===== src/rtl/vx_iter_div_unit.sv =====
// Multi-lane iterative integer divider: one restoring radix-2 step per cycle on all lanes,
// with early-out when no active lane needs the long division.
module vx_iter_div_unit #(
  parameter int XLEN      = 32,
  parameter int NUM_LANES = 4,
  parameter int TAG_WIDTH = 8
) (
  input  logic                      clk,
  input  logic                      reset_n,
  input  logic                      in_valid,
  output logic                      in_ready,
  input  logic                      in_is_signed,
  input  logic                      in_is_rem,
  input  logic                      in_is_w,
  input  logic [NUM_LANES-1:0]      in_tmask,
  input  logic [NUM_LANES*XLEN-1:0] in_numer,
  input  logic [NUM_LANES*XLEN-1:0] in_denom,
  input  logic [TAG_WIDTH-1:0]      in_tag,
  output logic                      out_valid,
  input  logic                      out_ready,
  output logic [NUM_LANES-1:0]      out_tmask,
  output logic [NUM_LANES*XLEN-1:0] out_result,
  output logic [TAG_WIDTH-1:0]      out_tag,
  output logic                      busy
);

  localparam int CNT_W = $clog2(XLEN + 1);

  typedef enum logic [1:0] {
    S_IDLE,
    S_BUSY,
    S_DONE
  } state_t;

  state_t               r_state;
  state_t               w_state_next;
  logic [CNT_W-1:0]     r_count;
  logic [CNT_W-1:0]     w_count_next;
  logic                 w_fire;
  logic                 w_is_w;
  logic [XLEN-1:0]      w_int_min;
  logic [NUM_LANES-1:0] w_lane_normal;

  logic                 r_is_rem;
  logic                 r_is_w;
  logic [NUM_LANES-1:0] r_tmask;
  logic [TAG_WIDTH-1:0] r_tag;

  assign w_is_w    = (XLEN == 64) && in_is_w;
  // Most-negative value of the effective operand width, as seen after extension
  assign w_int_min = w_is_w ? ({XLEN{1'b1}} << 31) : ({XLEN{1'b1}} << (XLEN - 1));

  assign in_ready  = (r_state == S_IDLE);
  assign w_fire    = in_valid && in_ready;
  assign out_valid = (r_state == S_DONE);
  assign busy      = (r_state != S_IDLE);
  assign out_tmask = r_tmask;
  assign out_tag   = r_tag;

  always_ff @(posedge clk or negedge reset_n) begin
    if (!reset_n) begin
      r_state <= S_IDLE;
      r_count <= '0;
    end else begin
      r_state <= w_state_next;
      r_count <= w_count_next;
    end
  end

  always_comb begin
    w_state_next = r_state;
    w_count_next = r_count;
    case (r_state)
      S_IDLE: begin
        if (in_valid) begin
          w_count_next = w_is_w ? CNT_W'(32) : CNT_W'(XLEN);
          w_state_next = (|w_lane_normal) ? S_BUSY : S_DONE;
        end
      end
      S_BUSY: begin
        w_count_next = r_count - CNT_W'(1);
        if (r_count == CNT_W'(1)) begin
          w_state_next = S_DONE;
        end
      end
      S_DONE: begin
        if (out_ready) begin
          w_state_next = S_IDLE;
        end
      end
      default: w_state_next = S_IDLE;
    endcase
  end

  always_ff @(posedge clk) begin
    if (w_fire) begin
      r_is_rem <= in_is_rem;
      r_is_w   <= w_is_w;
      r_tmask  <= in_tmask;
      r_tag    <= in_tag;
    end
  end

  for (genvar gi = 0; gi < NUM_LANES; gi++) begin : g_lane
    logic [XLEN-1:0] w_numer_raw;
    logic [XLEN-1:0] w_denom_raw;
    logic [XLEN-1:0] w_numer_ext;
    logic [XLEN-1:0] w_denom_ext;
    logic [XLEN-1:0] w_numer_mag;
    logic [XLEN-1:0] w_denom_mag;
    logic [XLEN-1:0] w_q_init;
    logic            w_numer_neg;
    logic            w_denom_neg;
    logic            w_dbz;
    logic            w_ovf;

    logic [XLEN-1:0] r_q;
    logic [XLEN-1:0] r_r;
    logic [XLEN-1:0] r_d;
    logic [XLEN-1:0] r_numer;
    logic            r_neg_q;
    logic            r_neg_r;
    logic            r_dbz;
    logic            r_ovf;

    logic [XLEN:0]   w_rem_shift;
    logic [XLEN:0]   w_diff;
    logic            w_ge;
    logic [XLEN-1:0] w_raw;
    logic [XLEN-1:0] w_signed_res;
    logic [XLEN-1:0] w_pick;
    logic [XLEN-1:0] w_final;

    assign w_numer_raw = in_numer[gi*XLEN +: XLEN];
    assign w_denom_raw = in_denom[gi*XLEN +: XLEN];

    assign w_numer_ext = !w_is_w     ? w_numer_raw :
                         in_is_signed ? XLEN'($signed(w_numer_raw[31:0])) :
                                        XLEN'(w_numer_raw[31:0]);
    assign w_denom_ext = !w_is_w     ? w_denom_raw :
                         in_is_signed ? XLEN'($signed(w_denom_raw[31:0])) :
                                        XLEN'(w_denom_raw[31:0]);

    assign w_numer_neg = in_is_signed & w_numer_ext[XLEN-1];
    assign w_denom_neg = in_is_signed & w_denom_ext[XLEN-1];
    assign w_numer_mag = w_numer_neg ? -w_numer_ext : w_numer_ext;
    assign w_denom_mag = w_denom_neg ? -w_denom_ext : w_denom_ext;
    // W-mode dividend is parked in the top half so only 32 steps are needed
    assign w_q_init    = w_is_w ? (w_numer_mag << (XLEN - 32)) : w_numer_mag;

    assign w_dbz = (w_denom_ext == '0);
    assign w_ovf = in_is_signed && (w_numer_ext == w_int_min) && (w_denom_ext == '1);
    assign w_lane_normal[gi] = in_tmask[gi] && !w_dbz && !w_ovf;

    assign w_rem_shift = {r_r, r_q[XLEN-1]};
    assign w_diff      = w_rem_shift - {1'b0, r_d};
    assign w_ge        = ~w_diff[XLEN];

    always_ff @(posedge clk) begin
      if (w_fire) begin
        r_q     <= w_q_init;
        r_r     <= '0;
        r_d     <= w_denom_mag;
        r_numer <= w_numer_ext;
        r_neg_q <= w_numer_neg ^ w_denom_neg;
        r_neg_r <= w_numer_neg;
        r_dbz   <= w_dbz;
        r_ovf   <= w_ovf;
      end else if (r_state == S_BUSY) begin
        r_q <= {r_q[XLEN-2:0], w_ge};
        r_r <= w_ge ? w_diff[XLEN-1:0] : w_rem_shift[XLEN-1:0];
      end
    end

    assign w_raw        = r_is_rem ? r_r : r_q;
    assign w_signed_res = (r_is_rem ? r_neg_r : r_neg_q) ? -w_raw : w_raw;
    assign w_pick       = r_dbz ? (r_is_rem ? r_numer : '1) :
                          r_ovf ? (r_is_rem ? '0 : r_numer) :
                                  w_signed_res;
    assign w_final      = r_is_w ? XLEN'($signed(w_pick[31:0])) : w_pick;

    assign out_result[gi*XLEN +: XLEN] = r_tmask[gi] ? w_final : '0;
  end

endmodule


===== config.mk =====
export PLATFORM = sky130hd
export DESIGN_NAME = vx_iter_div_unit
export DESIGN_NICKNAME = d
export VERILOG_FILES = /design/src/rtl/vx_iter_div_unit.sv
export SDC_FILE = /design/constraint.sdc
export NUM_CORES = 2
export LEC_CHECK = 0
export BUFFER_PORTS_ARGS = -buffer_cell sky130_fd_sc_hd__buf_2
export CAP_MARGIN = 10
export CORE_ASPECT_RATIO = 1.2
export CORE_MARGIN = 8
export CORE_UTILIZATION = 65
export DETAILED_ROUTE_END_ITERATION = 10
export PLACE_DENSITY = 0.94
export SLEW_MARGIN = 20
export SYNTH_ARGS = -nofsm -noshare
export SYNTH_HDL_FRONTEND = slang
export SYNTH_SLANG_ARGS = --single-unit
export TNS_END_PERCENT = 10

===== constraint.sdc =====
create_clock -name clk -period 19.8 [get_ports clk]
set_clock_uncertainty 0.2 [all_clocks]
set_input_delay 3.96 -clock clk [delete_from_list [all_inputs] [get_ports clk]]
set_output_delay 3.96 -clock clk [all_outputs]
set_load 0.02 [all_outputs]

## After elaboration in Yosys (flattened, before gate mapping)

Index checks and enable logic that the tools add are counted.
Widths: inputs -> output; s select.

- Word-level logic and storage cells: 179
- Bits of input ports: 275
- Output and inout port bits: 143
- Bits in registers: 549

- Add/sub/neg operators: 17
- Bitwise operators: 16
- Equal/unequal tests: 14
- Multiplexer cells: 59
- Reduce and logical (&&, ||, !) cells: 36

Operators by type and width:

| operator | count |
|---|---|
| $mux 32 | 48 |
| $neg 32->32 | 12 |
| $eq 32x32->1 const B | 8 |
| $sub 33x32->33 | 4 |
| $logic_not 32->1 | 4 |
| $logic_and 1x1->1 | 17 |
| $pmux 6 s2 | 1 |
| $and 1x1->1 | 8 |
| $logic_not 1->1 | 8 |
| $mux 2 | 4 |
| $eq 6x1->1 const B | 1 |
| $mux 6 | 1 |
| $pmux 2 s3 | 1 |
| $reduce_bool 2->1 | 3 |
| $sub 6x1->6 const B | 1 |
| $mux 1 | 4 |
| $ne 2x2->1 const B | 2 |
| $not 1->1 | 4 |
| $reduce_or 4->1 | 1 |
| $xor 1x1->1 | 4 |
| $reduce_and 3->1 | 1 |
| $eq 2x1->1 const B | 1 |
| $eq 2x2->1 const B | 1 |
| $logic_not 2->1 | 1 |
| other kinds (2) | 2 |

## Logic depth before layout (Yosys ltp)

- Depth in word-level cells: 9
- Mapped depth: 20

## Worst setup path before layout

Ideal clock, no wire load.

- Path type: input-to-reg
- Start: input in_valid
- End: register g_lane[0].r_q[1], data pin
- Data arrival time: 12,225 ps
- Stages on the path: 4
- Path buffers: 1
- Path slack: 6,739 ps
- Cell sequence: nand2_1 > inv_1 > clkbuf_1 > a31oi_1

- Cells in the longest elaborated chain, start to end: 2

RTL lines:

| element | RTL line | source |
|---|---|---|
| from (decl) | 10 | `input logic in_valid,` |
| $logic_and 1x1->1 | 54 | `assign w_fire = in_valid && in_ready;` |
| via w_fire | 39 | `logic w_fire;` |
| $mux 32 | 160 | `if (w_fire) begin` |
| to (signal assigned) | 161 | `r_q <= w_q_init;` |
| to (signal assigned) | 170 | `r_q <= {r_q[XLEN-2:0], w_ge};` |
| to (decl) | 117 | `logic [XLEN-1:0] r_q;` |

The timed path passes the listed nets, and every way through them passes these cells.
A chain may end at the register's enable or synchronous reset.

## Worst setup path after layout

- Start: register r_is_rem
- End: output out_result[16]

- Cells in the longest elaborated chain, start to end: 6
- Elaborated cells on any way between the ends: 9

RTL lines:

| element | RTL line | source |
|---|---|---|
| from (decl) | 44 | `logic r_is_rem;` |
| from (signal assigned) | 97 | `r_is_rem <= in_is_rem;` |
| $mux 32 | 175 | `assign w_raw = r_is_rem ? r_r : r_q;` |
| $neg 32->32 | 176 | `assign w_signed_res = (r_is_rem ? r_neg_r : r_neg_q) ? -w_raw : w_raw;` |
| $mux 32 | 176 |  |
| $mux 32 | 178 | `r_ovf ? (r_is_rem ? '0 : r_numer) :` |
| $mux 32 * | 177 | `assign w_pick = r_dbz ? (r_is_rem ? r_numer : '1) :` |
| $mux 32 * | 182 | `assign out_result[gi*XLEN +: XLEN] = r_tmask[gi] ? w_final : '0;` |
| to (decl) | 22 | `output logic [NUM_LANES*XLEN-1:0] out_result,` |

Mark *: on every way between the ends. The rest lies on a longest branch, timed or not.

==> impl_metrics.py <==
metrics = {
    "status": {
        "outcome": "finished, final reports clean",
    },
    "setup_path": {
        "arrival_ns": 6.04,
        "worstSetupPathType": "flop to primary output",
        "critical_path.max_fanout": 177,
        "critical_path.top_delay_family": "compound AO/OA/AOI/OAI gates",
        "crit_end": "out_result[16]",
        "crit_start": "r_is_rem",
        "worst_r2r_path_depth": 6,
        "rr_endpoint": "g_lane[3].r_q[22]",
        "critical_path_required_ns": 15.64,
        "r2r_slack_ns": 15.18,
        "critPathLaunchType": "flop",
        "path_depth": 14,
        "path_buf_inv": 3,
        "cpPeakStageDelay_ns": 0.64,
        "worstPathCellList": "buf_4, buf_12, mux2i_1, ha_1, o21ai_0, or2_2, nand2b_1, o21ai_1, a21boi_0, a21bo_2, xnor2_1, a221oi_1, nor2b_1, buf_2",
        "r2r-start": "r_state[1]",
        "cp-end-kind": "primary output",
        "slowest_stage": "a21boi_0",
    },
    "sta": {
        "tns_ns": 0,
        "fmax_mhz": 98.0,
        "min_period_ns": 10.20,
        "maxSlewViolCount": 0,
        "finalSetupViolations": 0,
        "fin_crit_sh_pct": 51.5,
        "finalHoldViolCount": 0,
        "max_slew_margin_pct": 20.5,
        "rsz0062_at_grt": "no",
        "tightest_slew_ns": 1.17,
        "setup_ws_ns": 9.60,
    },
    "die": {
        "core_area_sq_um": 60900,
        "io_pins": 418,
        "core.rowCount": 99,
        "die_w_um": 243,
        "start_util_pct": 65.8,
        "die_h_um": 288,
        "dieArea_sq_um": 69900,
    },
    "clock_network": {
        "cts_buffers": 59,
        "cts.clk_slew.worst_paths_ns": 0.06,
        "cts_root_buffer": "clkbuf_16",
        "htreeDepth": 2,
        "clk_latency_ns": 0.64,
        "cts_setup_buffers": 0,
        "cts_buffer_depth": 3,
        "cts_hold_buffers": 0,
        "post_cts_resized": 0,
        "cts.sinks": 549,
        "cts_tree": "built",
    },
    "global_route": {
        "gr-usage-all-layers_pct": 33.0,
        "grt_pass1_vias": 36300,
        "antenna_found_initial": 20,
        "grt_overflow": 0,
        "grt_pass1_wl_um": 190000,
        "grt_max_degree": 178,
    },
    "logic_synthesis": {
        "yosys_warnings": 0,
        "synth_cells": 4615,
        "synthFlopType": "edfxtp_1",
        "syn_area_per_cell_sq_um": 8.69,
        "synth_fp_nets": 5040,
        "synth_edf_count": 413,
        "ys_seq_area_share_pct": 37.8,
        "yosys_register_bits": 549,
        "ys_types": 86,
        "syn_area_sq_um": 40100,
        "async_flop_share_pct": 1.46,
    },
    "final_layout": {
        "mostFrequentLayoutCells": "439 x nand2_1, 416 x buf_2, 413 x edfxtp_1",
        "nets": 5318,
        "drive_above_1_share_pct": 12.7,
        "final_cells": 5771,
        "area_growth_pct": 11.9,
        "final_common_cell": "nand2_1",
        "final_core_util_pct": 73.6,
    },
    "place": {
        "port_buffers": 416,
        "dp_cells": 5637,
        "place.gp.congestion": 0.981,
        "post-place-ws_ns": 10.55,
        "dp_hpwl_um": 86800,
    },
    "drt": {
        "vias": 37500,
        "drt-wirelength-per-cell_um": 21.1,
        "drtIter0Drc": 4294,
        "final_antenna_net_count": 0,
        "drc": 0,
        "wl_um": 122000,
        "routed_via_density": 6.50,
        "drt_first_pass_iters": 9,
    },
    "pwr": {
        "p_leak_nw": 18.2,
        "peakVddDrop_uv": 99.5,
        "powerDensity_nw_per_um2": 146,
    },
    "job": {
        "cap_violations": 0,
    },
    "hold_path": {
        "hp-start": "r_count[5]",
        "worstHoldPathType": "flop to flop",
    },
}
==> cells in the mapped netlist, types with 34 or more instances <==
| library cell | n | area [sq um] |
|---|---|---|
| nand2_1 | 440 | 1650 |
| nor2_1 | 417 | 1570 |
| edfxtp_1 | 413 | 12400 |
| a21oi_1 | 391 | 1960 |
| o21ai_0 | 367 | 1840 |
| xnor2_1 | 261 | 2290 |
| inv_1 | 216 | 811 |
| xor2_1 | 200 | 1750 |
| mux2i_1 | 183 | 1830 |
| clkbuf_1 | 175 | 657 |
| nor2b_1 | 150 | 938 |
| ha_1 | 146 | 1830 |
| nor3_1 | 146 | 731 |
| dfxtp_1 | 128 | 2560 |
| a221oi_1 | 122 | 1070 |
| nand3_1 | 113 | 566 |
| a21o_1 | 57 | 428 |
| o31ai_1 | 44 | 330 |
| nand4_1 | 43 | 269 |
| a31oi_1 | 40 | 250 |
| buf_2 | 40 | 200 |
| nand2b_1 | 34 | 213 |
| nor4_1 | 34 | 213 |
==> registers in the layout, summed over array words and instances (netlist names) <==
| register | count |
|---|---|
| g_lane.r_neg_q | 4 |
| out_tmask | 4 |
| g_lane.r_ovf | 4 |
| r_state | 2 |
| g_lane.r_dbz | 4 |
| g_lane.r_d | 128 |
| r_count | 6 |
| g_lane.r_numer | 128 |
| out_tag | 8 |
| g_lane.r_r | 128 |
| r_is_rem | 1 |
| g_lane.r_neg_r | 4 |
| g_lane.r_q | 128 |
==> metrics by stage <==
stage	area (sq um)	power (W)	hold WS (ns)
global route	44900	0.00695	0.311
detailed placement	42600	0.00524	0.275
CTS	44700	0.00649	0.296
floorplan	40100	0.00444	0.246
global placement	42600	0.00512	0.260
finish	44900	0.00657	0.302
==> how the worst min path moves through the flow <==
stage	end	slack, ns	depth (start not counted)
4_1_cts	r_count[5]	0.30	1
3_5_place_dp	r_count[5]	0.28	1
6_report	r_count[5]	0.30	1
3_3_place_gp	r_count[5]	0.26	1
2_1_floorplan	r_count[5]	0.25	1
5_1_grt	r_count[5]	0.31	1
==> kinds of logic after synthesis <==
kind of cell	share of synthesized area (%)
AOI/OAI and AO/OA	19.1
xor gates and xnor gates	10.1
adders and majority gates	4.75
buffers and inverters	4.51
DFF	37.8
muxes	4.99
and+or+nand+nor	18.8
==> worst register-to-register path, stage by stage (launching register included) <==
cell and delay (ns):
dfrtp_1 0.45, nor2_1 0.30, nand2_4 0.43, inv_8 0.85
nor2_4 0.42, inv_6 0.55, buf_4 0.95
==> cell type report <==
class / instances / area (sq um)
Fill cell: 4214 / 16100
Antenna cell: 19 / 47.5
Sequential cell: 549 / 15200
Tap cell: 808 / 1010
Multi-Input combinational cell: 3610 / 23200
Timing Repair Buffer: 457 / 2470
Inverter: 216 / 823
Clock buffer: 79 / 1720
Clock inverter: 33 / 418
==> power by group <==
part           switching (W)  total [W]  internal, W
Clock               0.000494    0.00122     0.000728
Sequential          0.000351    0.00210      0.00175
Combinational        0.00204    0.00325      0.00121
==> metal layers <==
metal / vias up / wire length [um] / share of wire [%] / track usage, %
li1: 17300 / - / - / -
met2: 2295 / 57100 / 47 / 54.7
met3: 505 / 13100 / 11 / 7.49
met1: 17400 / 44100 / 36 / 39.4
met5: - / 41 / 0.034 / 0
met4: 6 / 7290 / 6.0 / 18.7
Power figures use the tool's default switching activity.
